## config.mk

```make
export PLATFORM = sky130hd
export DESIGN_NAME = amo_rmw_sequencer
export DESIGN_NICKNAME = d
export VERILOG_FILES = /design/src/rtl/amo_pkg.sv /design/src/rtl/amo_alu.sv /design/src/rtl/amo_rmw_sequencer.sv
export SDC_FILE = /design/constraint.sdc
export NUM_CORES = 1
export LEC_CHECK = 0
export ABC_AREA = 1
export CAP_MARGIN = 20
export CORE_MARGIN = 1.5
export CORE_UTILIZATION = 35
export DETAILED_ROUTE_END_ITERATION = 10
export HOLD_SLACK_MARGIN = 0.1
export PLACE_DENSITY = 0.69
export SETUP_SLACK_MARGIN = 0.2
export SLEW_MARGIN = 15
export SYNTH_ARGS = -nofsm -noshare
export SYNTH_HDL_FRONTEND = slang
export SYNTH_SLANG_ARGS = --single-unit
```

## constraint.sdc

```tcl
create_clock -name clock -period 4 [get_ports clock]
set_input_delay 0.6 -clock clock [delete_from_list [all_inputs] [get_ports clock]]
set_output_delay 0.6 -clock clock [all_outputs]
set_load 0.02 [all_outputs]
```

## src/rtl/amo_pkg.sv

```systemverilog
`default_nettype none
// ============================================================================
// Module      : amo_pkg
// Description : Shared definitions for the AMO read-modify-write sequencer:
//               AMO function codes, FSM state encoding and a helper that
//               tells whether a function code uses a signed comparison.
// Revision    : 1.0 - initial release
// ============================================================================
package amo_pkg;

  // AMO function codes; every code not listed here is a SWAP
  localparam logic [4:0] AMO_ADD  = 5'd8;
  localparam logic [4:0] AMO_XOR  = 5'd9;
  localparam logic [4:0] AMO_OR   = 5'd10;
  localparam logic [4:0] AMO_AND  = 5'd11;
  localparam logic [4:0] AMO_MIN  = 5'd12;
  localparam logic [4:0] AMO_MAX  = 5'd13;
  localparam logic [4:0] AMO_MINU = 5'd14;
  localparam logic [4:0] AMO_MAXU = 5'd15;

  typedef enum logic [2:0] {
    S_IDLE    = 3'd0,
    S_RD_REQ  = 3'd1,
    S_RD_WAIT = 3'd2,
    S_WR_REQ  = 3'd3,
    S_RESP    = 3'd4
  } amo_state_e;

  function automatic logic is_signed_cmp(input logic [4:0] fn);
    return (fn == AMO_MIN) || (fn == AMO_MAX);
  endfunction

endpackage
`default_nettype wire

```

## src/rtl/amo_alu.sv

```systemverilog
`default_nettype none
// ============================================================================
// Module      : amo_alu
// Description : Purely combinational 32-bit AMO ALU.
//               a_i      : old memory word
//               b_i      : store operand
//               fn_i     : AMO function code
//               result_o : new memory word
//               MIN/MAX ties return the old word.
// Revision    : 1.0 - initial release
// ============================================================================
module amo_alu
  import amo_pkg::*;
(
  input  logic [31:0] a_i,
  input  logic [31:0] b_i,
  input  logic [4:0]  fn_i,
  output logic [31:0] result_o
);

  logic w_signed;
  logic w_b_lt_a;
  logic w_a_lt_b;

  // For signed compares with differing signs, the operand with bit31 set
  // is the smaller one; otherwise a plain unsigned compare is exact.
  always_comb begin
    w_signed = is_signed_cmp(fn_i) && (a_i[31] != b_i[31]);
    if (w_signed) begin
      w_b_lt_a = b_i[31];
      w_a_lt_b = a_i[31];
    end else begin
      w_b_lt_a = (b_i < a_i);
      w_a_lt_b = (a_i < b_i);
    end
  end

  always_comb begin
    result_o = b_i;
    case (fn_i)
      AMO_ADD:  result_o = a_i + b_i;
      AMO_XOR:  result_o = a_i ^ b_i;
      AMO_OR:   result_o = a_i | b_i;
      AMO_AND:  result_o = a_i & b_i;
      AMO_MIN,
      AMO_MINU: result_o = w_b_lt_a ? b_i : a_i;
      AMO_MAX,
      AMO_MAXU: result_o = w_a_lt_b ? b_i : a_i;
      default:  result_o = b_i;
    endcase
  end

endmodule
`default_nettype wire

```

## src/rtl/amo_rmw_sequencer.sv

```systemverilog
`default_nettype none
// ============================================================================
// Module      : amo_rmw_sequencer
// Description : Read-modify-write controller for 32-bit atomic memory ops.
//               Accepts one AMO request, reads the old word, computes the new
//               word with amo_alu, writes it back and returns the old word.
//               The memory port is locked from read request to write request.
//   Ports:
//     clock/reset          : clock, synchronous active-high reset
//     req_*                : AMO request (valid/ready, addr, data, fn)
//     mem_rd_*             : read request channel (valid/ready, addr)
//     mem_rdata*           : read data return pulse with error flag
//     mem_wr_*             : write request channel (valid/ready, addr, data)
//     resp_*               : response (valid/ready, old word, error)
//     mem_lock, busy       : port reservation and activity status
// Revision    : 1.0 - initial release
// ============================================================================
module amo_rmw_sequencer
  import amo_pkg::*;
#(
  parameter int ADDR_W = 32,
  parameter int DATA_W = 32
) (
  input  logic              clock,
  input  logic              reset,
  input  logic              req_valid,
  output logic              req_ready,
  input  logic [ADDR_W-1:0] req_addr,
  input  logic [DATA_W-1:0] req_data,
  input  logic [4:0]        req_fn,
  output logic              mem_lock,
  output logic              mem_rd_valid,
  input  logic              mem_rd_ready,
  output logic [ADDR_W-1:0] mem_rd_addr,
  input  logic              mem_rdata_valid,
  input  logic [DATA_W-1:0] mem_rdata,
  input  logic              mem_rdata_err,
  output logic              mem_wr_valid,
  input  logic              mem_wr_ready,
  output logic [ADDR_W-1:0] mem_wr_addr,
  output logic [DATA_W-1:0] mem_wr_data,
  output logic              resp_valid,
  input  logic              resp_ready,
  output logic [DATA_W-1:0] resp_data,
  output logic              resp_err,
  output logic              busy
);

  if (DATA_W != 32) begin : g_bad_data_w
    $error("amo_rmw_sequencer: DATA_W must be 32");
  end

  amo_state_e        state_q;
  logic [ADDR_W-1:0] addr_q;
  logic [DATA_W-1:0] data_q;
  logic [4:0]        fn_q;
  logic [DATA_W-1:0] old_q;
  logic [DATA_W-1:0] new_q;
  logic              resp_err_q;
  logic              req_ready_q;
  logic              rd_valid_q;
  logic              wr_valid_q;
  logic              resp_valid_q;
  logic              lock_q;
  logic              busy_q;
  logic [DATA_W-1:0] alu_new_d;

  // Operand a is taken straight from the read return so the new word can be
  // registered in the same cycle the old word arrives.
  amo_alu u_alu (
    .a_i      (mem_rdata),
    .b_i      (data_q),
    .fn_i     (fn_q),
    .result_o (alu_new_d)
  );

  // Outputs are registered and updated together with the state so each
  // valid is held with a constant payload until its ready is seen.
  always_ff @(posedge clock) begin
    if (reset) begin
      state_q      <= S_IDLE;
      addr_q       <= '0;
      data_q       <= '0;
      fn_q         <= '0;
      old_q        <= '0;
      new_q        <= '0;
      resp_err_q   <= 1'b0;
      req_ready_q  <= 1'b1;
      rd_valid_q   <= 1'b0;
      wr_valid_q   <= 1'b0;
      resp_valid_q <= 1'b0;
      lock_q       <= 1'b0;
      busy_q       <= 1'b0;
    end else begin
      unique case (state_q)
        S_IDLE: begin
          if (req_valid) begin
            addr_q      <= req_addr;
            data_q      <= req_data;
            fn_q        <= req_fn;
            req_ready_q <= 1'b0;
            busy_q      <= 1'b1;
            rd_valid_q  <= 1'b1;
            lock_q      <= 1'b1;
            state_q     <= S_RD_REQ;
          end
        end
        S_RD_REQ: begin
          if (mem_rd_ready) begin
            rd_valid_q <= 1'b0;
            state_q    <= S_RD_WAIT;
          end
        end
        S_RD_WAIT: begin
          if (mem_rdata_valid) begin
            old_q <= mem_rdata;
            if (mem_rdata_err) begin
              // Abort: release the port and respond without writing
              resp_err_q   <= 1'b1;
              resp_valid_q <= 1'b1;
              lock_q       <= 1'b0;
              state_q      <= S_RESP;
            end else begin
              new_q      <= alu_new_d;
              wr_valid_q <= 1'b1;
              state_q    <= S_WR_REQ;
            end
          end
        end
        S_WR_REQ: begin
          if (mem_wr_ready) begin
            wr_valid_q   <= 1'b0;
            lock_q       <= 1'b0;
            resp_valid_q <= 1'b1;
            state_q      <= S_RESP;
          end
        end
        S_RESP: begin
          if (resp_ready) begin
            resp_valid_q <= 1'b0;
            resp_err_q   <= 1'b0;
            req_ready_q  <= 1'b1;
            busy_q       <= 1'b0;
            state_q      <= S_IDLE;
          end
        end
        default: begin
          resp_err_q   <= 1'b0;
          req_ready_q  <= 1'b1;
          rd_valid_q   <= 1'b0;
          wr_valid_q   <= 1'b0;
          resp_valid_q <= 1'b0;
          lock_q       <= 1'b0;
          busy_q       <= 1'b0;
          state_q      <= S_IDLE;
        end
      endcase
    end
  end

  assign req_ready    = req_ready_q;
  assign mem_lock     = lock_q;
  assign mem_rd_valid = rd_valid_q;
  assign mem_rd_addr  = addr_q;
  assign mem_wr_valid = wr_valid_q;
  assign mem_wr_addr  = addr_q;
  assign mem_wr_data  = new_q;
  assign resp_valid   = resp_valid_q;
  assign resp_data    = old_q;
  assign resp_err     = resp_err_q;
  assign busy         = busy_q;

endmodule
`default_nettype wire

```

==> results of run 1 <==
==> cell usage after synthesis (6+ instances only) <==
cell,instances,area share (%)
inv_1,148,5.6
a221oi_1,14,1.2
ha_1,96,12
a21oi_2,13,1.1
nor3_1,16,0.81
nand4_1,7,0.44
o21ai_0,134,6.7
nand3b_1,11,0.83
a21oi_1,216,11
buf_4,32,2.4
a211oi_1,6,0.45
clkbuf_1,55,2.1
nand2_1,275,10
o22ai_1,6,0.38
dfxtp_1,143,29
nand3_1,104,5.2
buf_1,6,0.23
nor2_1,121,4.6
==> through the flow <==
step | util, % | cell area [sq um] | setup slack [ns] | instances
final | 46.9 | 13100 | 0.581 | 2043
after global routing | 46.9 | 13100 | 0.325 | 2043
after CTS | 46.8 | 13000 | 0.604 | 2042
after detailed placement | 44.7 | 12400 | 0.161 | 2010
after global placement | 44.7 | 12400 | 0.175 | 2010
after floorplan | - | 9940 | 1.41 | 1475
==> worst reg2reg max path, stage by stage (launching register included) <==
cell and delay [ns]:
dfxtp_1 0.41, inv_1 0.13, ha_1 0.36, inv_1 0.21, nand3_1 0.18, nor3_2 0.30
nand4_1 0.16, nand3_2 0.17, nand2_2 0.14, nand2_4 0.10, nand2_1 0.13, nor2_2 0.39
o21ai_0 0.15, nor2_1 0.13, nor2_1 0.05
==> state kept, by name (all words and copies together) (netlist names) <==
name / cells
data_q: 32
mem_rd_addr: 32
mem_wr_data: 32
resp_data: 32
fn_q: 5
state_q: 3
busy: 1
mem_lock: 1
mem_rd_valid: 1
mem_wr_valid: 1
req_ready: 1
resp_err: 1
resp_valid: 1
==> power groups by stage <==
stage / combinational, uW / sequential (uW) / clock, uW
final: 3330 / 1930 / 1660
after global routing: 3690 / 1970 / 1740
after CTS: 3300 / 1930 / 1680
after detailed placement: 3280 / 1960 / 0
after global placement: 3250 / 1950 / 0
after floorplan: 2020 / 2090 / 0
==> layout make-up <==
cell class                 count  share of cell area [%]
clock inverter                15                    1.31
clock buffer                  17                    3.26
timing repair buffer         259                    19.6
inverter                     152                    4.37
multi-input combinational   1079                    45.9
tap                          378                    3.62
sequential                   143                    21.9
==> cells by family after synthesis <==
group / after synthesis / synth area share [%]
adder cells (fa/ha/maj): 97 / 12.3
AND/OR/NAND/NOR: 559 / 24.3
AO/OA/AOI/OAI: 422 / 23.5
buffers and inverters: 253 / 11.1
XOR/XNOR: 1 / 0.0882
flip-flops: 143 / 28.8
==> worst max path at each step <==
stage                            to  slack, ns  cells after the start          start
floorplan           mem_wr_data[22]       1.41                     14   mem_rdata[0]
global placement    mem_wr_data[20]       0.17                     17  mem_rdata[31]
detailed placement  mem_wr_data[27]       0.16                     15  mem_rdata[31]
CTS                 mem_wr_data[27]       0.60                     15  mem_rdata[31]
global route        mem_wr_data[20]       0.33                     15  mem_rdata[29]
finish              mem_wr_data[27]       0.58                     15  mem_rdata[29]
==> routing by layer <==
layer | global-route usage (%) | part of all wire [%] | vias to the layer above
met4 | 7.44 | 2.3 | 0
met5 | 0 | 0 | -
li1 | - | - | 5253
met3 | 3.87 | 5.8 | 56
met1 | 31.1 | 46 | 4931
met2 | 37.2 | 46 | 328
==> run metrics, run 1 <==
status=finished, final reports clean; # rows=61; reg2reg start=data_q[29]; Crit path required time=4.33 ns; commonest non-fill, non-tap cell in the layout=nand2_1; Main synth FF type=dfxtp_1; area grow syn2layout=31.4%; fraction of layout cells with a size suffix above 1=5.53%; hold wc startpoint=mem_wr_data[29]; power share of the combinational group=48.1%; Post CTS Setup Buffer Count=0; post-layout min period=3.42 ns; Initial Utilization=35.7%; final setup fails=0; Tot Pwr=6930 uW; Syn Nets=1681; Fin. Hold Viols=0; first-pass GRT wire length=53600 um; Hold Path Class=reg -> reg; WHS Path Cells=2; Die Wd=171 um; max-slew violation count=0; r2r worst-path depth=14; CTS Hold Bufs=0; drt total wl=34400 um; Worst Tran Pin Value=0.957 ns; drc violations=0; max-cap violations=0; Seq pwr share=27.9%; initial antenna violation count=0; syn_area_per_cell=6.74 sq um; crit-path cells=clkdlybuf4s50_1 -> inv_1 -> ha_1 -> inv_1 -> nand3_1 -> nor3_2 -> nand4_1 -> nand3_2 -> nand2_2 -> nand2_4 -> nand2_1 -> nor2_2 -> o21ai_0 -> nor2_1 -> nor2_1; Fmax=0.292 GHz; RR Endpoint=mem_wr_data[27]; Layout Nets=1858; post-synthesis register bit count=143; Worst EP arrival=3.75 ns; Max stage delay cell, worst path=clkdlybuf4s50_1; port bufs=243; Die Height=171 um; CTS tree=done; peak supply drop=0.000294 V; Starting DRT DRC Count=809; CTS max path bufs=2; GRT Util Overall=23.0%; router iterations before antenna repair=5; Pwr Density=530 nW/um^2; CP max stage delay=0.52 ns; n_diodes=0; Crit. End Element=flop; vias in the first global route=10.2k; clk_lat worst skew=0.44 ns; I/O pins=244; FFs w/ async S/R, synth=0%; Final TNS setup=0 ns; pin count of the biggest net entering global routing=106; fin crit share=85.5%; Synth Instances=1475; number of vias per cell=5.17; area of the multi-input gates=5990 sq um; Filler Cell Count=2797; Setup CP Type=in -> reg; clock sink total=143; skew final=0.0117 ns; commonest non-fill, non-tap cells in the layout=274 x nand2_1, 242 x clkdlybuf4s50_1, 216 x a21oi_1; vias after detailed routing=10.6k; P_int=3810 uW; die footprint=29400 sq um; Reg area=2860 sq um; CP Max Fanout=8; r2r setup slk=0.90 ns; HPWL after DPL=25100 um; Placer Congestion=0.938; total CTS buffers=17; RSZ-0062 raised after global routing=false; dominant delay contributor by cell family on the critical path=simple AND/OR/NAND/NOR gates; part of the Yosys area used for sequential elements=28.8%; CP Buf/Inv Count=3; Clock Power Share=24.0%; Psw=3120 uW; Hold Slack=0.467 ns; Synth cell types=46; WL per Instance=16.8 um; Pleak=0.00538 uW; CTS root buf=clkbuf_16; hold path endpoint=mem_wr_data[29]; Ys Warns=0; grt total ovfl=0; EDFF count, synth=0; core area=27900 sq um; post-route ant nets=0; synthesized area=9940 sq um; crit start category=input port; Switching Share=45.0%; Resize count post-CTS=0; Slew HR=36.2%; H-tree levels=4; Worst-path clk slew=0.07 ns
Power figures use the tool's default switching activity.
==> inputs of run 2 (changes only) <==
Settings changed: CELL_PAD_IN_SITES_DETAIL_PLACEMENT from default to 0, CELL_PAD_IN_SITES_GLOBAL_PLACEMENT from default to 1, PLACE_DENSITY 0.69 to 0.9.
==> run metrics, run 2 (synthesis results as in run 1) <==
status=finished, final reports clean; drc violations=0; n_diodes=0; CP Max Fanout=8; Post CTS Setup Buffer Count=0; I/O pins=244; commonest non-fill, non-tap cells in the layout=274 x nand2_1, 242 x clkdlybuf4s50_1, 216 x a21oi_1; Crit path required time=4.32 ns; Pwr Density=529 nW/um^2; # rows=61; commonest non-fill, non-tap cell in the layout=nand2_1; Worst-path clk slew=0.07 ns; post-layout min period=3.36 ns; skew final=0.0129 ns; Pleak=0.00538 uW; post-route ant nets=0; router iterations before antenna repair=7; Die Height=171 um; drt total wl=34300 um; pin count of the biggest net entering global routing=73; fraction of layout cells with a size suffix above 1=5.47%; Setup CP Type=in -> reg; Placer Congestion=0.896; fin util=46.8%; Global Route met1 Usage=31.3%; clk_lat worst skew=0.44 ns; vias after detailed routing=10.4k; Fmax=0.298 GHz; CTS max path bufs=2; CTS root buf=clkbuf_16; clock sink total=143; fin worst setup slack=0.643 ns; first-pass GRT wire length=53500 um; fin area=13000 sq um; H-tree levels=4; grt total ovfl=0; met3 GRT Util=3.43%; Filler Cell Count=2851; DP Worst Slack=0.236 ns; Slew HR=40.8%; max-cap violations=0; Final TNS setup=0 ns; area grow syn2layout=31.2%; r2r worst-path depth=14; WL per Instance=16.8 um; GRT Util Overall=23.0%; vias in the first global route=10.1k; Layout Nets=1857; Top Usage Layer GRT=met2; Initial Utilization=35.7%; number of vias per cell=5.11; final setup fails=0; die footprint=29400 sq um; fin crit share=83.9%; RSZ-0062 raised after global routing=false; Worst EP arrival=3.68 ns; port bufs=243; max-slew violation count=0; HPWL after DPL=25100 um; Hold Path Class=reg -> reg; peak supply drop=0.000274 V; CTS Hold Bufs=0; met2 usage=38.1%; Starting DRT DRC Count=688; initial antenna violation count=0; CTS tree=done; crit start category=input port; WHS Path Cells=2; Fin. Hold Viols=0; Die Wd=171 um; core area=27900 sq um; Resize count post-CTS=0; total CTS buffers=17; DP Area=12400 sq um; Crit. End Element=flop; Worst Tran Pin Value=0.888 ns
[run 2: power breakdown]
part	total [uW]	switching, uW	leakage, uW	internal [uW]
clock	1650	758	0.000285	889
combinational	3330	2120	0.00392	1200
sequential	1920	219	0.00117	1700
[run 2: cell type report]
cell class                      count  area (sq um)  share of cell area [%]
Sequential cell                   143          2860                    22.0
Tap cell                          378           473                    3.63
Inverter                          152           571                    4.38
Clock buffer                       17           425                    3.26
Clock inverter                     15           170                    1.31
Multi-Input combinational cell   1079          5990                    46.0
Timing Repair Buffer              258          2540                    19.5
[run 2: through the flow]
stage / hold WS [ns] / cells / power (uW)
after global routing: 0.486 / 2042 / 7390
after CTS: 0.464 / 2042 / 6910
after detailed placement: 0.446 / 2010 / 5240
after global placement: 0.444 / 2010 / 5220
after floorplan: 0.455 / 1475 / 4110
final: 0.457 / 2042 / 6900
[run 2: worst paths after layout]
kind                               startpoint              end  slack [ns]
worst max register to register     data_q[29]  mem_wr_data[19]        1.04
worst max-delay path            mem_rdata[29]  mem_wr_data[19]        0.64
worst min-delay path                req_ready        req_ready        0.46
worst min register to register      req_ready        req_ready        0.46
[run 2: critical path, stage by stage]
cell             delay [ns]
clkdlybuf4s50_1        0.61
inv_1                  0.17
ha_1                   0.38
inv_1                  0.22
nand3_1                0.17
nor3_2                 0.24
nand4_1                0.13
nand3_2                0.16
nand2_2                0.13
nand2_4                0.09
nand2_1                0.10
nor2_2                 0.37
o21ai_0                0.14
nor2_1                 0.12
nor2_1                 0.05
[run 2: layer usage]
| metal | vias up | share of wire, % |
|---|---|---|
| met1 | 4876 | 48 |
| met3 | 37 | 4.5 |
| li1 | 5252 | - |
| met4 | 0 | 1.3 |
| met5 | - | 0 |
| met2 | 275 | 47 |
